===== src/rtl/vga_sync_pkg.sv =====
// Timing constants and shared types for the 640x480@60 VGA sync generator.
// Every other design file imports this package.
package vga_pkg;

    localparam int ADDR_W    = 10;

    localparam int H_VISIBLE = 640;
    localparam int H_FP      = 16;
    localparam int H_SYNC    = 96;
    localparam int H_BP      = 48;
    localparam int H_TOTAL   = 800;

    localparam int V_VISIBLE = 480;
    localparam int V_FP      = 10;
    localparam int V_SYNC    = 2;
    localparam int V_BP      = 33;
    localparam int V_TOTAL   = 525;

    typedef logic [ADDR_W-1:0] addr_t;

    // True when val lies in the half-open window [lo, lo+len).
    function automatic logic in_window(addr_t val, int lo, int len);
        return (int'(val) >= lo) && (int'(val) < lo + len);
    endfunction

endpackage


===== src/rtl/vga_sync_if.sv =====
// Video timing bundle: the sync generator drives it, the pixel/address stage consumes it.
interface vga_sync_if;
    import vga_pkg::*;

    addr_t addrH;
    addr_t addrV;
    logic  videoOn;
    logic  hsync;
    logic  vsync;
    logic  pixTick;
    logic  lineStart;
    logic  frameStart;

    modport master (
        output addrH, addrV, videoOn, hsync, vsync, pixTick, lineStart, frameStart
    );

    modport slave (
        input  addrH, addrV, videoOn, hsync, vsync, pixTick, lineStart, frameStart
    );

endinterface


===== src/rtl/vga_sync_mod_counter.sv =====
// Modulo counter 0..TERMINAL with enable; exposes the next value so the
// parent can register decodes that line up with the count.
module mod_counter
    import vga_pkg::*;
#(
    parameter int TERMINAL = H_TOTAL - 1
) (
    input  logic  clk,
    input  logic  rst_n,
    input  logic  en_i,
    output addr_t count_o,
    output addr_t count_next_o,
    output logic  wrap_o
);

    localparam addr_t TERM = addr_t'(TERMINAL);

    addr_t count_q;
    addr_t count_d;

    // NOTE: every always_comb output gets a default first, otherwise a latch is inferred.
    always_comb begin
        count_d = count_q;
        if (en_i) begin
            count_d = (count_q == TERM) ? '0 : count_q + addr_t'(1);
        end
    end

    // NOTE: state registers use non-blocking assignments so all flops update together.
    always_ff @(posedge clk or negedge rst_n) begin
        if (!rst_n) begin
            count_q <= '0;
        end else begin
            count_q <= count_d;
        end
    end

    assign count_o      = count_q;
    assign count_next_o = count_d;
    assign wrap_o       = en_i && (count_q == TERM);

endmodule


===== src/rtl/vga_sync.sv =====
// VGA sync generator: 25 MHz pixel strobe from a 50 MHz clock, pixel/line
// counters, registered sync/blanking decodes and line/frame start pulses.
module vga_sync
    import vga_pkg::*;
#(
    parameter int P_H_VISIBLE = H_VISIBLE,
    parameter int P_H_FP      = H_FP,
    parameter int P_H_SYNC    = H_SYNC,
    parameter int P_H_TOTAL   = H_TOTAL,
    parameter int P_V_VISIBLE = V_VISIBLE,
    parameter int P_V_FP      = V_FP,
    parameter int P_V_SYNC    = V_SYNC,
    parameter int P_V_TOTAL   = V_TOTAL
) (
    input  logic       clk,
    input  logic       rst_n,
    vga_sync_if.master vga
);

    logic  tick_q, tick_d;
    logic  video_on_q, video_on_d;
    logic  hsync_q, hsync_d;
    logic  vsync_q, vsync_d;
    logic  line_start_q, line_start_d;
    logic  frame_start_q, frame_start_d;

    addr_t h_count, h_next;
    addr_t v_count, v_next;
    logic  h_wrap, v_wrap;

    assign tick_d = ~tick_q;

    mod_counter #(.TERMINAL(P_H_TOTAL - 1)) u_h_cnt (
        .clk          (clk),
        .rst_n        (rst_n),
        .en_i         (tick_q),
        .count_o      (h_count),
        .count_next_o (h_next),
        .wrap_o       (h_wrap)
    );

    // h_wrap already includes the pixel strobe, so lines advance once per wrap.
    mod_counter #(.TERMINAL(P_V_TOTAL - 1)) u_v_cnt (
        .clk          (clk),
        .rst_n        (rst_n),
        .en_i         (h_wrap),
        .count_o      (v_count),
        .count_next_o (v_next),
        .wrap_o       (v_wrap)
    );

    // Decode from the next counts so the registered outputs align with addrH/addrV.
    always_comb begin
        video_on_d    = video_on_q;
        hsync_d       = hsync_q;
        vsync_d       = vsync_q;
        line_start_d  = 1'b0;
        frame_start_d = 1'b0;
        if (tick_q) begin
            video_on_d    = in_window(h_next, 0, P_H_VISIBLE) && in_window(v_next, 0, P_V_VISIBLE);
            hsync_d       = !in_window(h_next, P_H_VISIBLE + P_H_FP, P_H_SYNC);
            vsync_d       = !in_window(v_next, P_V_VISIBLE + P_V_FP, P_V_SYNC);
            line_start_d  = h_wrap;
            frame_start_d = h_wrap && v_wrap;
        end
    end

    always_ff @(posedge clk or negedge rst_n) begin
        if (!rst_n) begin
            tick_q        <= 1'b0;
            video_on_q    <= 1'b0;
            hsync_q       <= 1'b1;
            vsync_q       <= 1'b1;
            line_start_q  <= 1'b0;
            frame_start_q <= 1'b0;
        end else begin
            tick_q        <= tick_d;
            video_on_q    <= video_on_d;
            hsync_q       <= hsync_d;
            vsync_q       <= vsync_d;
            line_start_q  <= line_start_d;
            frame_start_q <= frame_start_d;
        end
    end

    assign vga.addrH      = h_count;
    assign vga.addrV      = v_count;
    assign vga.videoOn    = video_on_q;
    assign vga.hsync      = hsync_q;
    assign vga.vsync      = vsync_q;
    assign vga.pixTick    = tick_q;
    assign vga.lineStart  = line_start_q;
    assign vga.frameStart = frame_start_q;

endmodule


===== src/flat_wrapper.sv =====
// flat-port wrapper written by rule: the top's interface ports become plain ports
module vga_sync_flat import vga_pkg::*;
#(
    parameter int P_H_VISIBLE = H_VISIBLE,
    parameter int P_H_FP      = H_FP,
    parameter int P_H_SYNC    = H_SYNC,
    parameter int P_H_TOTAL   = H_TOTAL,
    parameter int P_V_VISIBLE = V_VISIBLE,
    parameter int P_V_FP      = V_FP,
    parameter int P_V_SYNC    = V_SYNC,
    parameter int P_V_TOTAL   = V_TOTAL
)
  (clk, rst_n, vga_addrH, vga_addrV, vga_videoOn, vga_hsync, vga_vsync, vga_pixTick, vga_lineStart, vga_frameStart);
  vga_sync_if vga_i ();
  input  logic clk;
  input  logic rst_n;
  output wire logic [$bits(vga_i.addrH)-1:0] vga_addrH;
  output wire logic [$bits(vga_i.addrV)-1:0] vga_addrV;
  output wire logic [$bits(vga_i.videoOn)-1:0] vga_videoOn;
  output wire logic [$bits(vga_i.hsync)-1:0] vga_hsync;
  output wire logic [$bits(vga_i.vsync)-1:0] vga_vsync;
  output wire logic [$bits(vga_i.pixTick)-1:0] vga_pixTick;
  output wire logic [$bits(vga_i.lineStart)-1:0] vga_lineStart;
  output wire logic [$bits(vga_i.frameStart)-1:0] vga_frameStart;
  assign vga_addrH = vga_i.addrH;
  assign vga_addrV = vga_i.addrV;
  assign vga_videoOn = vga_i.videoOn;
  assign vga_hsync = vga_i.hsync;
  assign vga_vsync = vga_i.vsync;
  assign vga_pixTick = vga_i.pixTick;
  assign vga_lineStart = vga_i.lineStart;
  assign vga_frameStart = vga_i.frameStart;
  vga_sync #(.P_H_VISIBLE(P_H_VISIBLE), .P_H_FP(P_H_FP), .P_H_SYNC(P_H_SYNC), .P_H_TOTAL(P_H_TOTAL), .P_V_VISIBLE(P_V_VISIBLE), .P_V_FP(P_V_FP), .P_V_SYNC(P_V_SYNC), .P_V_TOTAL(P_V_TOTAL)) u_core (.clk(clk), .rst_n(rst_n), .vga(vga_i));
endmodule

===== config.mk =====
export PLATFORM = sky130hd
export DESIGN_NAME = vga_sync_flat
export DESIGN_NICKNAME = d
export VERILOG_FILES = /design/src/rtl/vga_sync_pkg.sv /design/src/rtl/vga_sync_if.sv /design/src/rtl/vga_sync_mod_counter.sv /design/src/rtl/vga_sync.sv /design/src/flat_wrapper.sv
export SDC_FILE = /design/constraint.sdc
export NUM_CORES = 1
export LEC_CHECK = 0
export CORE_MARGIN = 4
export CORE_UTILIZATION = 47
export DETAILED_ROUTE_END_ITERATION = 7
export PLACE_DENSITY_LB_ADDON = 0.15
export SYNTH_ARGS = -nofsm -noshare
export SYNTH_HDL_FRONTEND = slang
export SYNTH_SLANG_ARGS = --single-unit

===== constraint.sdc =====
create_clock -name clk -period 1.9 [get_ports clk]
set_input_delay 0.475 -clock clk [delete_from_list [all_inputs] [get_ports clk]]
set_output_delay 0.475 -clock clk [all_outputs]
set_load 0.05 [all_outputs]

==> summary.md <==
| Metric | Value |
|---|---|
| Run status | finished with violations |
| Failing checks | setup timing |
| Reg-to-Reg End | u_core.vga.videoOn |
| Yosys warns | 0 |
| Initial Util | roughly half |
| Crit. End Element | flip-flop |
| Post-synthesis mux area share | 0% |
| Area delta synth->final | 44.1% |
| Clock Tree Root | clkbuf_4 |
| Detailed Route Iter0 Violations | 109 |
| Register-to-Register Path Depth | 9 |
| Layout cells sized above 1 | 43.9% |
| Dpl hpwl | 3130 um |
| VDD IR max | 0.246 mV |
| Met2 WL | just over 2000 um |
| Ant. Diodes | 0 |
| Critical path type | reg2reg |
| Sequential area share after synthesis | 40.7% |
| CP Data Arrival Time | 2240 ps |
| Final core occ | 73.3% |
| Internal power | 770 uW |
| Routed Antenna Nets | 0 |
| # Max-Cap Violations | 0 |
| Port buffer count | 27 |
| Post-route setup slack | -66.8 ps |
| Synth Area in Compound Gates | between 15 and 20% |
| Die Y | 66.4 um |
| Register bit total from synthesis | 26 |
| Unrepaired setup endpoints after global routing | true |
| H-Tree Depth | 1 |
| Achievable frequency | 508 MHz |
| Dpl ws | -107 ps |
| Leak Pwr | 0.971 nW |
| Site row count | 20 |
| Slew Viols, Final | 0 |
| Vias in the first global route | about 1600 |
| Antenna violations before repair | 0 |
| Routed length on met1 | 1900 um |
| CP most frequent cell | a21o_1 |
| Placer Congestion | 0.899 |
| Overall routing resource usage | between 20% and 30% |
| DR vias | 1586 |
| Fin crit period | 1970 ps |
| Syn avg cell area | a little over 9 um2 |
| Setup TNS | -93.0 ps |
| Crit share post-route | 104% |
| Combinational family with the most area after synthesis | simple AND/OR/NAND/NOR gates |
| Slew headroom | around 77% |
| Clock tree from TritonCTS | done |
| Final non-filler cell total | roughly 270 |
| Global-route wire length before repair | 7230 um |
| Placed instance area | 2170 um2 |
| Crit path max fanout | 3 |
| Ys flop type | dfrtp_1 |
| Total power draw | 963 uW |
| Final setup fails | 2 |
| Via density | 5.79 |
| IO Count | 28 |
| Core area | 3150 um2 |
| Cell area power density | 417 nW/um2 |
| Mapped Nets | 180 |
| Die Width | 66.4 um |
| Die ar. | 4410 um2 |
| Simple-gate share of the synthesized area | approximately 28% |
| Crit path largest cell delay | approximately 430 ps |
| Post-Synth Adder-Cell Area | 2.34% |
| Unique masters post-synth | roughly 50 |
| Top Layer Used | met4 |
| Routed wl met3 | roughly 320 um |
| Post-route design area | 2310 um2 |
| Clk Latency, worst-skew pair | between 300 and 400 ps |
| Total CTS buffers | 3 |
| Post-Synthesis Cells | 175 |
| Clock Power Share | 41.1% |
| Initial DRT Pass Iterations | 4 |
| Slew @ Worst Pin | 344 ps |
| Max clock buf depth | 2 |
| Residual DRC | 0 |
| Clock-pin slew on the worst setup and hold paths | roughly 160 ps |
| Post-synth ARST share | 100% |
| Hold_ws | about 500 ps |
| Cell taking the most area after synthesis | dfrtp_1 |
| Final hold vios | 0 |
| Flop2flop setup slack | -70 ps |
| Switching pwr | between 150 and 200 uW |
| WP data required | 2170 ps |
| CP cell instances | inv_2 > ha_4 > or3b_4 > nor4_4 > buf_4 > o21ai_2 > a21o_1 > a21o_1 > a211oi_2 |
| Synth area leaders | dfrtp_1, o21ai_0, xnor2_1 |
| Placed insts | 266 |
| Nets | 236 |
| Synth Area in XOR/XNOR | approximately 4.9% |
| Pin count of the biggest net entering global routing | 27 |
| Logic pwr share | 1.5% |
| Mapped Area | 1600 um2 |
| Reg power frac | 57.5% |
| Hold Path Class | in2async |
| Net Sw Frac | between 20% and 30% |
| Number of synthesized flops with an enable pin | 0 |
| Element type at the critical path start | flip-flop |
| Fill cells | between 200 and 250 |
| Synth top area share | 37.4% |
| CTS sink cnt | 26 |
| Critical-path top delay cell | dfrtp_2 |
| Drt total wl | about 4300 um |
| RR Startpoint | u_core.u_v_cnt.count_o[0] |
| Layout Skew | 12.5 ps |
| Total grt overflow | 0 |
| Routed length per instance | around 16 um |
==> per-layer routing <==
metal	track usage, %	vias up
met4	4.06	0
met5	0	-
met2	35.1	71
met3	2.55	8
met1	29.3	758
li1	-	749
==> cells in the mapped netlist (4+ instances only) <==
cell type / count
a31oi_1: 5
and3_1: 5
buf_2: 5
dfrtp_1: 24
inv_1: 7
nand2_1: 16
nand3_1: 9
nand4_1: 6
nor2_1: 14
nor3_1: 4
o21ai_0: 16
xnor2_1: 7
==> kinds of logic (layout without fill, tap and decap cells) <==
logic type / count (synthesis) / after routing
simple gates: 75 / 75
compound gates: 43 / 43
flops: 26 / 26
buf+inv: 19 / 74
xor+xnor: 9 / 9
fa+ha+maj: 3 / 3
==> area by class of cell <==
type	instances	area [um2]	area share (%)
multi-input combinational	130	935	40.4
sequential	26	668	28.9
timing repair buffer	63	576	24.9
tap	44	55.1	2.38
clock inverter	1	30.0	1.30
inverter	7	26.3	1.14
clock buffer	3	22.5	0.974
==> worst max-delay path: cells and delay by family, from the launching register on <==
family | cells | cell delay [ps]
adders and majority gates | 1 | 120
buffers and inverters | 2 | 260
AOI/OAI and AO/OA | 4 | 560
DFF | 1 | 430
and+or+nand+nor | 2 | 550
==> worst max path at each step <==
stage	endpoint	cells after the start	from	slack, ps
detailed placement	u_core.vga.vsync	9	u_core.u_v_cnt.count_o[0]	-110
global route	u_core.vga.videoOn	9	u_core.u_v_cnt.count_o[0]	-180
global placement	u_core.vga.videoOn	8	u_core.u_v_cnt.count_o[0]	8
finish	u_core.vga.videoOn	9	u_core.u_v_cnt.count_o[0]	-70
CTS	u_core.vga.videoOn	9	u_core.u_v_cnt.count_o[0]	-70
floorplan	u_core.vga.vsync	9	u_core.u_v_cnt.count_o[0]	-150
==> power groups by stage <==
stage               registers, mW   logic [mW]  clock network, mW
finish                      0.554       0.0141              0.396
global route                0.554       0.0169              0.425
CTS                         0.554       0.0151              0.398
detailed placement          0.564       0.0152                  0
global placement            0.564       0.0145                  0
floorplan                   0.564  0.000000313                  0
==> registers in the layout, indices dropped and copies added, names as in the netlist <==
signal,cells
u_core.vga.lineStart,1
u_core.vga.vsync,1
u_core.vga.frameStart,1
u_core.u_v_cnt.count_o,10
u_core.vga.hsync,1
u_core.vga.pixTick,1
u_core.vga.videoOn,1
u_core.u_h_cnt.count_o,10
==> cells in the final DEF (no fill, tap or decap), types with 2 or more instances in the layout <==
cell | Yosys | routed
dfstp_2 | 2 | 2
nand3b_1 | 2 | 2
dfrtp_1 | 24 | 12
buf_12 | 0 | 8
o31ai_1 | 2 | 2
nor2_1 | 14 | 14
and2_1 | 3 | 2
xnor2_1 | 7 | 7
nor3_2 | 0 | 2
ha_4 | 0 | 3
inv_2 | 0 | 3
o21ai_1 | 2 | 6
nand4b_1 | 3 | 3
clkbuf_4 | 0 | 3
dfrtp_2 | 0 | 12
a32oi_1 | 3 | 2
o21ai_0 | 16 | 11
inv_1 | 7 | 4
nand4_1 | 6 | 6
a21o_1 | 2 | 2
xor2_1 | 2 | 2
a31oi_1 | 5 | 5
and3_1 | 5 | 4
buf_4 | 1 | 54
nor3_1 | 4 | 2
nand3_1 | 9 | 9
nand2_1 | 16 | 16
==> what timing repair did <==
action / 4_1_cts / 5_1_grt
gates resized for setup: 5 / 13
pin swaps: 1 / 2
setup endpoints to repair: 2 / 9
setup buffers: 3 / 1
hold buffers: 0 / 0
Power figures use the tool's default switching activity.
